**src/rtl/stack_guard_pkg.sv**
```systemverilog
`default_nettype none
// ============================================================================
// Module      : stack_guard_pkg
// Description : Shared definitions for the stack guard and the stack it
//               fronts: stack delta encodings, guard FSM state encoding,
//               default stack geometry, and the delta-forwarding helper.
// Revision    : 1.0 - initial release
// ============================================================================
package stack_guard_pkg;

    // Default stack geometry, shared with the stack register file.
    localparam int WIDTH_DEF = 16;
    localparam int DEPTH_DEF = 19;      // head plus 18 tail entries
    localparam int DW_DEF    = 5;       // 2**DW_DEF must exceed DEPTH_DEF

    // Stack delta encodings as seen on the stack's delta input.
    typedef logic [1:0] delta_t;
    localparam delta_t D_NONE = 2'b00;
    localparam delta_t D_PUSH = 2'b01;
    localparam delta_t D_POP  = 2'b11;
    localparam delta_t D_ILL  = 2'b10;

    // Guard FSM states. ST_HALT is only reachable when the halt-on-fault
    // option is compiled in.
    localparam logic [1:0] ST_RUN   = 2'd0;
    localparam logic [1:0] ST_FLUSH = 2'd1;
    localparam logic [1:0] ST_DONE  = 2'd2;
    localparam logic [1:0] ST_HALT  = 2'd3;

    // The stack has no meaning for the illegal encoding, so it is turned
    // into a no-op before it reaches the stack.
    function automatic delta_t fwd_delta(input delta_t d);
        return (d == D_ILL) ? D_NONE : d;
    endfunction

endpackage
`default_nettype wire

```
**src/rtl/stack_guard_depth.sv**
```systemverilog
`default_nettype none
// ============================================================================
// Module      : stack_guard_depth
// Description : Saturating stack occupancy counter with high-water mark and
//               sticky overflow / underflow / illegal-delta fault flags.
// Ports       : clk, resetq       - clock, async active-low reset
//               op_valid_i        - upstream request consumed this cycle
//               op_delta_i        - delta of the consumed request
//               flush_pop_i       - flush sequencer pop (depth known > 0)
//               clr_faults_i      - clear flags, restart hwm at current depth
//               depth_o           - current occupancy
//               depth_next_o      - occupancy after this cycle's update
//               hwm_o             - high-water mark
//               ovf_o/unf_o/ill_o - sticky fault flags
// Revision    : 1.0 - initial release
// ============================================================================
module stack_guard_depth
    import stack_guard_pkg::*;
#(
    parameter int DEPTH = DEPTH_DEF,
    parameter int DW    = DW_DEF
) (
    input  logic          clk,
    input  logic          resetq,
    input  logic          op_valid_i,
    input  logic [1:0]    op_delta_i,
    input  logic          flush_pop_i,
    input  logic          clr_faults_i,
    output logic [DW-1:0] depth_o,
    output logic [DW-1:0] depth_next_o,
    output logic [DW-1:0] hwm_o,
    output logic          ovf_o,
    output logic          unf_o,
    output logic          ill_o
);

    localparam logic [DW-1:0] C_DEPTH_MAX = DW'(DEPTH);

    logic [DW-1:0] depth_q, depth_d;
    logic [DW-1:0] hwm_q, hwm_d, hwm_base;
    logic          ovf_q, ovf_d;
    logic          unf_q, unf_d;
    logic          ill_q, ill_d;
    logic          is_push, is_pop, at_full, at_empty;

    always_comb begin
        is_push  = op_valid_i && (op_delta_i == D_PUSH);
        is_pop   = (op_valid_i && (op_delta_i == D_POP)) || flush_pop_i;
        at_full  = (depth_q == C_DEPTH_MAX);
        at_empty = (depth_q == '0);

        // Out-of-range operations are still forwarded to the stack; only
        // the count saturates.
        depth_d = depth_q;
        if (is_push && !at_full) begin
            depth_d = depth_q + DW'(1);
        end else if (is_pop && !at_empty) begin
            depth_d = depth_q - DW'(1);
        end

        // A clear restarts tracking from the current depth; a same-cycle
        // push can still raise it immediately.
        hwm_base = clr_faults_i ? depth_q : hwm_q;
        hwm_d    = (depth_d > hwm_base) ? depth_d : hwm_base;

        // New faults take precedence over a same-cycle clear.
        ovf_d = (ovf_q && !clr_faults_i) || (is_push && at_full);
        unf_d = (unf_q && !clr_faults_i) || (is_pop && at_empty);
        ill_d = (ill_q && !clr_faults_i) || (op_valid_i && (op_delta_i == D_ILL));
    end

    always_ff @(posedge clk or negedge resetq) begin
        if (!resetq) begin
            depth_q <= '0;
            hwm_q   <= '0;
            ovf_q   <= 1'b0;
            unf_q   <= 1'b0;
            ill_q   <= 1'b0;
        end else begin
            depth_q <= depth_d;
            hwm_q   <= hwm_d;
            ovf_q   <= ovf_d;
            unf_q   <= unf_d;
            ill_q   <= ill_d;
        end
    end

    assign depth_o      = depth_q;
    assign depth_next_o = depth_d;
    assign hwm_o        = hwm_q;
    assign ovf_o        = ovf_q;
    assign unf_o        = unf_q;
    assign ill_o        = ill_q;

endmodule
`default_nettype wire

```
**src/rtl/stack_guard.sv**
```systemverilog
`default_nettype none
// ============================================================================
// Module      : stack_guard
// Description : Guard between instruction decode and the stack register
//               file. Forwards stack operations, tracks occupancy, latches
//               sticky faults and a high-water mark, and sequences a flush
//               that pops the stack empty while stalling upstream.
// Options     : STACK_GUARD_HALT_EN - a consumed faulting request parks the
//               guard in HALT (stalled, stack idle) until clr_faults.
// Ports       : clk, resetq                  - clock, async active-low reset
//               req_we/req_delta/req_wd      - upstream stack request
//               stall                        - request not consumed
//               st_we/st_delta/st_wd         - to the stack
//               flush_req/busy/done          - flush control and status
//               clr_faults                   - clear flags and hwm
//               depth/hwm/ovf/unf/ill        - occupancy and fault status
// Revision    : 1.0 - initial release
// ============================================================================
module stack_guard
    import stack_guard_pkg::*;
#(
    parameter int WIDTH = WIDTH_DEF,
    parameter int DEPTH = DEPTH_DEF,
    parameter int DW    = DW_DEF
) (
    input  logic             clk,
    input  logic             resetq,
    input  logic             req_we,
    input  logic [1:0]       req_delta,
    input  logic [WIDTH-1:0] req_wd,
    output logic             stall,
    output logic             st_we,
    output logic [1:0]       st_delta,
    output logic [WIDTH-1:0] st_wd,
    input  logic             flush_req,
    output logic             flush_busy,
    output logic             flush_done,
    input  logic             clr_faults,
    output logic [DW-1:0]    depth,
    output logic [DW-1:0]    hwm,
    output logic             ovf,
    output logic             unf,
    output logic             ill
);

    logic [1:0]    state_q, state_d;
    logic          consume;
    logic          flush_pop;
    logic [DW-1:0] depth_next;

`ifdef STACK_GUARD_HALT_EN
    localparam logic [DW-1:0] C_DEPTH_MAX = DW'(DEPTH);
    logic fault_ev;

    // Same conditions that set a fault flag for a request consumed in RUN.
    assign fault_ev = ((req_delta == D_PUSH) && (depth == C_DEPTH_MAX)) ||
                      ((req_delta == D_POP)  && (depth == '0)) ||
                      (req_delta == D_ILL);
`endif

    stack_guard_depth #(
        .DEPTH (DEPTH),
        .DW    (DW)
    ) u_depth (
        .clk          (clk),
        .resetq       (resetq),
        .op_valid_i   (consume),
        .op_delta_i   (req_delta),
        .flush_pop_i  (flush_pop),
        .clr_faults_i (clr_faults),
        .depth_o      (depth),
        .depth_next_o (depth_next),
        .hwm_o        (hwm),
        .ovf_o        (ovf),
        .unf_o        (unf),
        .ill_o        (ill)
    );

    always_comb begin
        state_d    = state_q;
        stall      = 1'b0;
        st_we      = req_we;
        st_delta   = fwd_delta(req_delta);
        st_wd      = req_wd;
        flush_busy = 1'b0;
        flush_done = 1'b0;
        consume    = 1'b0;
        flush_pop  = 1'b0;

        case (state_q)
            ST_RUN: begin
                consume = 1'b1;
                // The request accompanying flush_req is counted first, so
                // the flush length is taken from the updated depth.
                if (flush_req) begin
                    state_d = (depth_next != '0) ? ST_FLUSH : ST_DONE;
                end
`ifdef STACK_GUARD_HALT_EN
                if (fault_ev) begin
                    state_d = ST_HALT;
                end
`endif
            end
            ST_FLUSH: begin
                stall      = 1'b1;
                flush_busy = 1'b1;
                st_we      = 1'b0;
                st_delta   = D_POP;
                flush_pop  = 1'b1;
                if (depth == DW'(1)) begin
                    state_d = ST_DONE;
                end
            end
            ST_DONE: begin
                stall      = 1'b1;
                flush_done = 1'b1;
                st_we      = 1'b0;
                st_delta   = D_NONE;
                state_d    = ST_RUN;
            end
`ifdef STACK_GUARD_HALT_EN
            ST_HALT: begin
                stall    = 1'b1;
                st_we    = 1'b0;
                st_delta = D_NONE;
                if (clr_faults) begin
                    state_d = ST_RUN;
                end
            end
`endif
            default: begin
                state_d = ST_RUN;
            end
        endcase
    end

    always_ff @(posedge clk or negedge resetq) begin
        if (!resetq) begin
            state_q <= ST_RUN;
        end else begin
            state_q <= state_d;
        end
    end

endmodule
`default_nettype wire
```
**config.mk**
```make
export PLATFORM = sky130hd
export DESIGN_NAME = stack_guard
export DESIGN_NICKNAME = d
export VERILOG_FILES = /design/src/rtl/stack_guard_pkg.sv /design/src/rtl/stack_guard_depth.sv /design/src/rtl/stack_guard.sv
export SDC_FILE = /design/constraint.sdc
export NUM_CORES = 1
export LEC_CHECK = 0
export ABC_AREA = 1
export BUFFER_PORTS_ARGS = -buffer_cell sky130_fd_sc_hd__buf_2
export CORE_UTILIZATION = 35
export CTS_BUF_LIST = sky130_fd_sc_hd__clkbuf_2
export CTS_CLUSTER_DIAMETER = 50
export CTS_CLUSTER_SIZE = 25
export DETAILED_ROUTE_END_ITERATION = 8
export RECOVER_POWER = 25
export SLEW_MARGIN = 0
export SYNTH_ARGS = -nofsm -noshare
export SYNTH_HDL_FRONTEND = slang
export SYNTH_SLANG_ARGS = --single-unit
```
**constraint.sdc**
```tcl
create_clock -name clk -period 2.4 [get_ports clk]
set_input_delay 0.48 -clock clk [delete_from_list [all_inputs] [get_ports clk]]
set_output_delay 0.48 -clock clk [all_outputs]
set_load 0.02 [all_outputs]
```
==> results by group <==
Floorplan
  – Die width: 62.6 µm
  – Initial Util: 37.7%
  – Die Area: around 3900 µm²
  – Row count: 21
  – I/O pins: 58
  – Die Ht: ~63 µm
  – Core area: between 3000 and 4000 µm²

Job
  – Max_cap viols: 0

Critical path
  – Setup crit start: u_depth.depth_o[0]
  – CP endpoint: u_depth.hwm_o[0]
  – FF-to-FF setup slack: 0.04 ns
  – Crit path capture type: flip-flop
  – R2R Path End: u_depth.hwm_o[0]
  – Worst-path fanout max: 5
  – WS Path Type: reg2reg
  – Crit path launch type: flip-flop
  – Reg-to-reg startpoint: u_depth.depth_o[0]
  – Worst R2R Path Depth: 18
  – Worst path required time: 2.60 ns
  – Critical Path AT: 2.56 ns

Global route
  – First-pass GRT wire length: around 4700 µm
  – Total grt overflow: 0
  – Largest net degree at the start of global routing: 16
  – Global router's overall resource usage: 14.9%
  – Vias in the first global route: approximately 1000
  – Initial antenna violation count: 0

Synth
  – Post-Synth Adder-Cell Area: a little under an eighth
  – Seq/Total Area, Yosys: just under 30%
  – Simple-gate share of the synthesized area: between 20% and 30%
  – Post-synthesis xor/xnor area fraction: 2.63%
  – Yosys cell types: 27
  – Mux share of post-synthesis cell area: 0%
  – Synth warnings: 0
  – Area of the mapped netlist: approximately 1300 µm²
  – Mapped Nets: between 200 and 250
  – Yosys reg bits: 15
  – Mapped Avg Cell Area: ~7.7 µm²
  – Largest family of logic cells by synthesized area: simple AND/OR/NAND/NOR gates
  – Post-synthesis compound-gate area fraction: 10.0%
  – Gate Count Post-Synth: 167

Clocking
  – Clock slew at reported path FFs: around 0.16 ns
  – Clk_lat worst skew: approximately 0.28 ns
  – Clock Path Buffers: 2
  – H-tree levels: 1
  – CTS tree: yes
  – Clock sink count: 15
  – Clk root buf: clkbuf_2
  – Hold buffer count at cts: 0
  – CTS buffer count: 3

Timing
  – RSZ-0062 raised after global routing: yes
  – Period utilization: just under 100%
  – Clock Skew: between 0.002 and 0.0025 ns
  – Max_slew headroom: 39.8%
  – Setup violators final: 0
  – Highest clock rate: around 420 MHz
  – Tightest Pin Transition: between 0.9 and 1 ns
  – Fin. max-slew vios: 0
  – Setup TNS: 0 ns
  – Period minus WS final: roughly 2.4 ns
  – Hold Vio Cnt, Final: 0

Cells and area
  – Final net count: ~230
  – # diodes: 0
  – Layout cells sized above 1: 48.5%
  – Layout area overhead: 28.6%

Power
  – Peak VDD IR: 986 µV
  – Pwr Total: 0.00293 W
  – Power Density: between 1500 and 2000 nW/µm²
  – Lkg Pwr: about 0.85 nW

Routing
  – Via count: between 1000 and 1500
  – Residual DRC: 0
  – Avg Vias per Cell: 4.58
  – 1st-pass router iterations: 4
  – Drt total wl: around 2900 µm
  – Drt wl/cell: ~12 µm
  – Detail Route Antenna Nets: 0
  – Initial drt markers: 34

Place
  – Final GP Congestion: around 0.8
  – Port bufs: 25
  – Dpl hpwl: roughly 2200 µm

Run status
  – Status: finished, final reports clean

Min path
  – Min-Delay Path Class: in2async
==> cells in the final DEF, fill, tap and decap left out, types with 2 or more instances in the layout <==
cell type,Yosys,layout
buf_2,0,24
nand2_1,43,37
ha_1,12,4
a21oi_1,4,2
dfrtp_1,15,13
nand2_2,5,9
o21ai_1,0,3
nor2_1,5,3
a21oi_2,0,2
ha_2,0,2
ha_4,0,6
nor2_2,2,2
buf_4,16,17
inv_1,20,13
clkbuf_2,0,4
nand2_4,4,6
inv_2,3,11
a32o_1,3,3
dfrtp_2,0,2
nand3_1,10,10
nor2_4,2,4
o21ai_0,11,7
==> cell type report <==
class	instances	area, µm²
clock buffers	4	20.0
well taps	46	57.6
inverters	24	90.1
repair buffers	43	263
fillers	348	1760
multi-input cells	110	846
flip-flops and latches	15	378
==> report_power, final <==
group	switching [W]	internal [W]
combinational	0.00128	0.00104
sequential	0.000106	0.000369
clock	0.0000882	0.0000442
==> per-stage QoR <==
step | cells | hold slack [ns] | instance area [µm²] | worst slack, ns | utilization, %
3_3_place_gp | 233 | 0.419 | 1440 | 0.00513 | 42.1
2_1_floorplan | 167 | 0.184 | 1290 | 0.0377 | -
6_report | 242 | 0.272 | 1650 | 0.0389 | 48.4
5_1_grt | 242 | 0.337 | 1650 | -0.110 | 48.4
3_5_place_dp | 233 | 0.427 | 1440 | -0.0710 | 42.1
4_1_cts | 237 | 0.0868 | 1500 | 0.00670 | 43.8
==> logic make-up (layout without fill, tap and decap cells) <==
family	Yosys count	after routing
XOR/XNOR	3	3
buffers and inverters	42	71
AO/OA/AOI/OAI	21	21
flip-flops	15	15
adder cells (fa/ha/maj)	12	12
AND/OR/NAND/NOR	74	74
==> cell usage after synthesis, drive strengths merged <==
| library cell | count | area (µm²) |
|---|---|---|
| nand2 | 52 | 238 |
| inv | 23 | 86.3 |
| buf | 17 | 131 |
| dfrtp | 15 | 375 |
| ha | 12 | 150 |
| o21ai | 11 | 55.1 |
| nand3 | 10 | 50.1 |
| nor2 | 10 | 73.8 |
| a21oi | 4 | 20.0 |
| a32o | 3 | 30.0 |
| xor2 | 2 | 25.0 |
| a2bb2oi | 1 | 8.76 |
| clkbuf | 1 | 3.75 |
| clkinv | 1 | 3.75 |
| nand4 | 1 | 6.26 |
| nor3 | 1 | 5.00 |
| o21a | 1 | 7.51 |
| o21bai | 1 | 7.51 |
| xnor2 | 1 | 8.76 |
==> per-layer routing <==
metal	vias up	share of wire (%)	GRT usage (%)
li1	567	-	-
met1	524	47	20.8
met2	14	49	24.5
met3	4	3.8	2.37
met4	0	0.35	2.33
met5	-	0	0
==> critical path, cell delays in order (launching register included) <==
cell	delay (ns)
dfrtp_2	0.47
inv_2	0.10
ha_4	0.13
inv_2	0.04
nor2_4	0.12
nand2_4	0.07
nand2_4	0.09
nand2_4	0.09
xor2_4	0.19
inv_2	0.08
ha_4	0.13
inv_2	0.03
a21oi_2	0.17
nor2_4	0.06
o21bai_4	0.13
a2bb2oi_2	0.08
buf_4	0.16
nor2_2	0.09
a21oi_2	0.04
==> how the worst min path moves through the flow <==
stage                       from               end  slack [ns]  cells after the start
after floorplan           resetq        state_q[0]        0.18                      0
after global placement    resetq  u_depth.hwm_o[4]        0.42                      1
after detailed placement  resetq  u_depth.hwm_o[4]        0.43                      1
after CTS                 resetq  u_depth.hwm_o[0]        0.09                      1
after global routing      resetq  u_depth.hwm_o[0]        0.34                      1
final                     resetq  u_depth.hwm_o[4]        0.27                      1
==> registers in the layout, indices dropped and copies added (netlist names) <==
name,count
u_depth.depth_o,5
u_depth.unf_o,1
state_q,2
u_depth.ovf_o,1
u_depth.hwm_o,5
u_depth.ill_o,1
==> repair_timing <==
action,in CTS,in global routing
gates resized for setup,9,34
pin swaps,1,16
buffers inserted,0,5
endpoints found under the setup margin,5,5
hold endpoints to repair,0,0
Note: power is estimated with default switching activity, not from simulation.
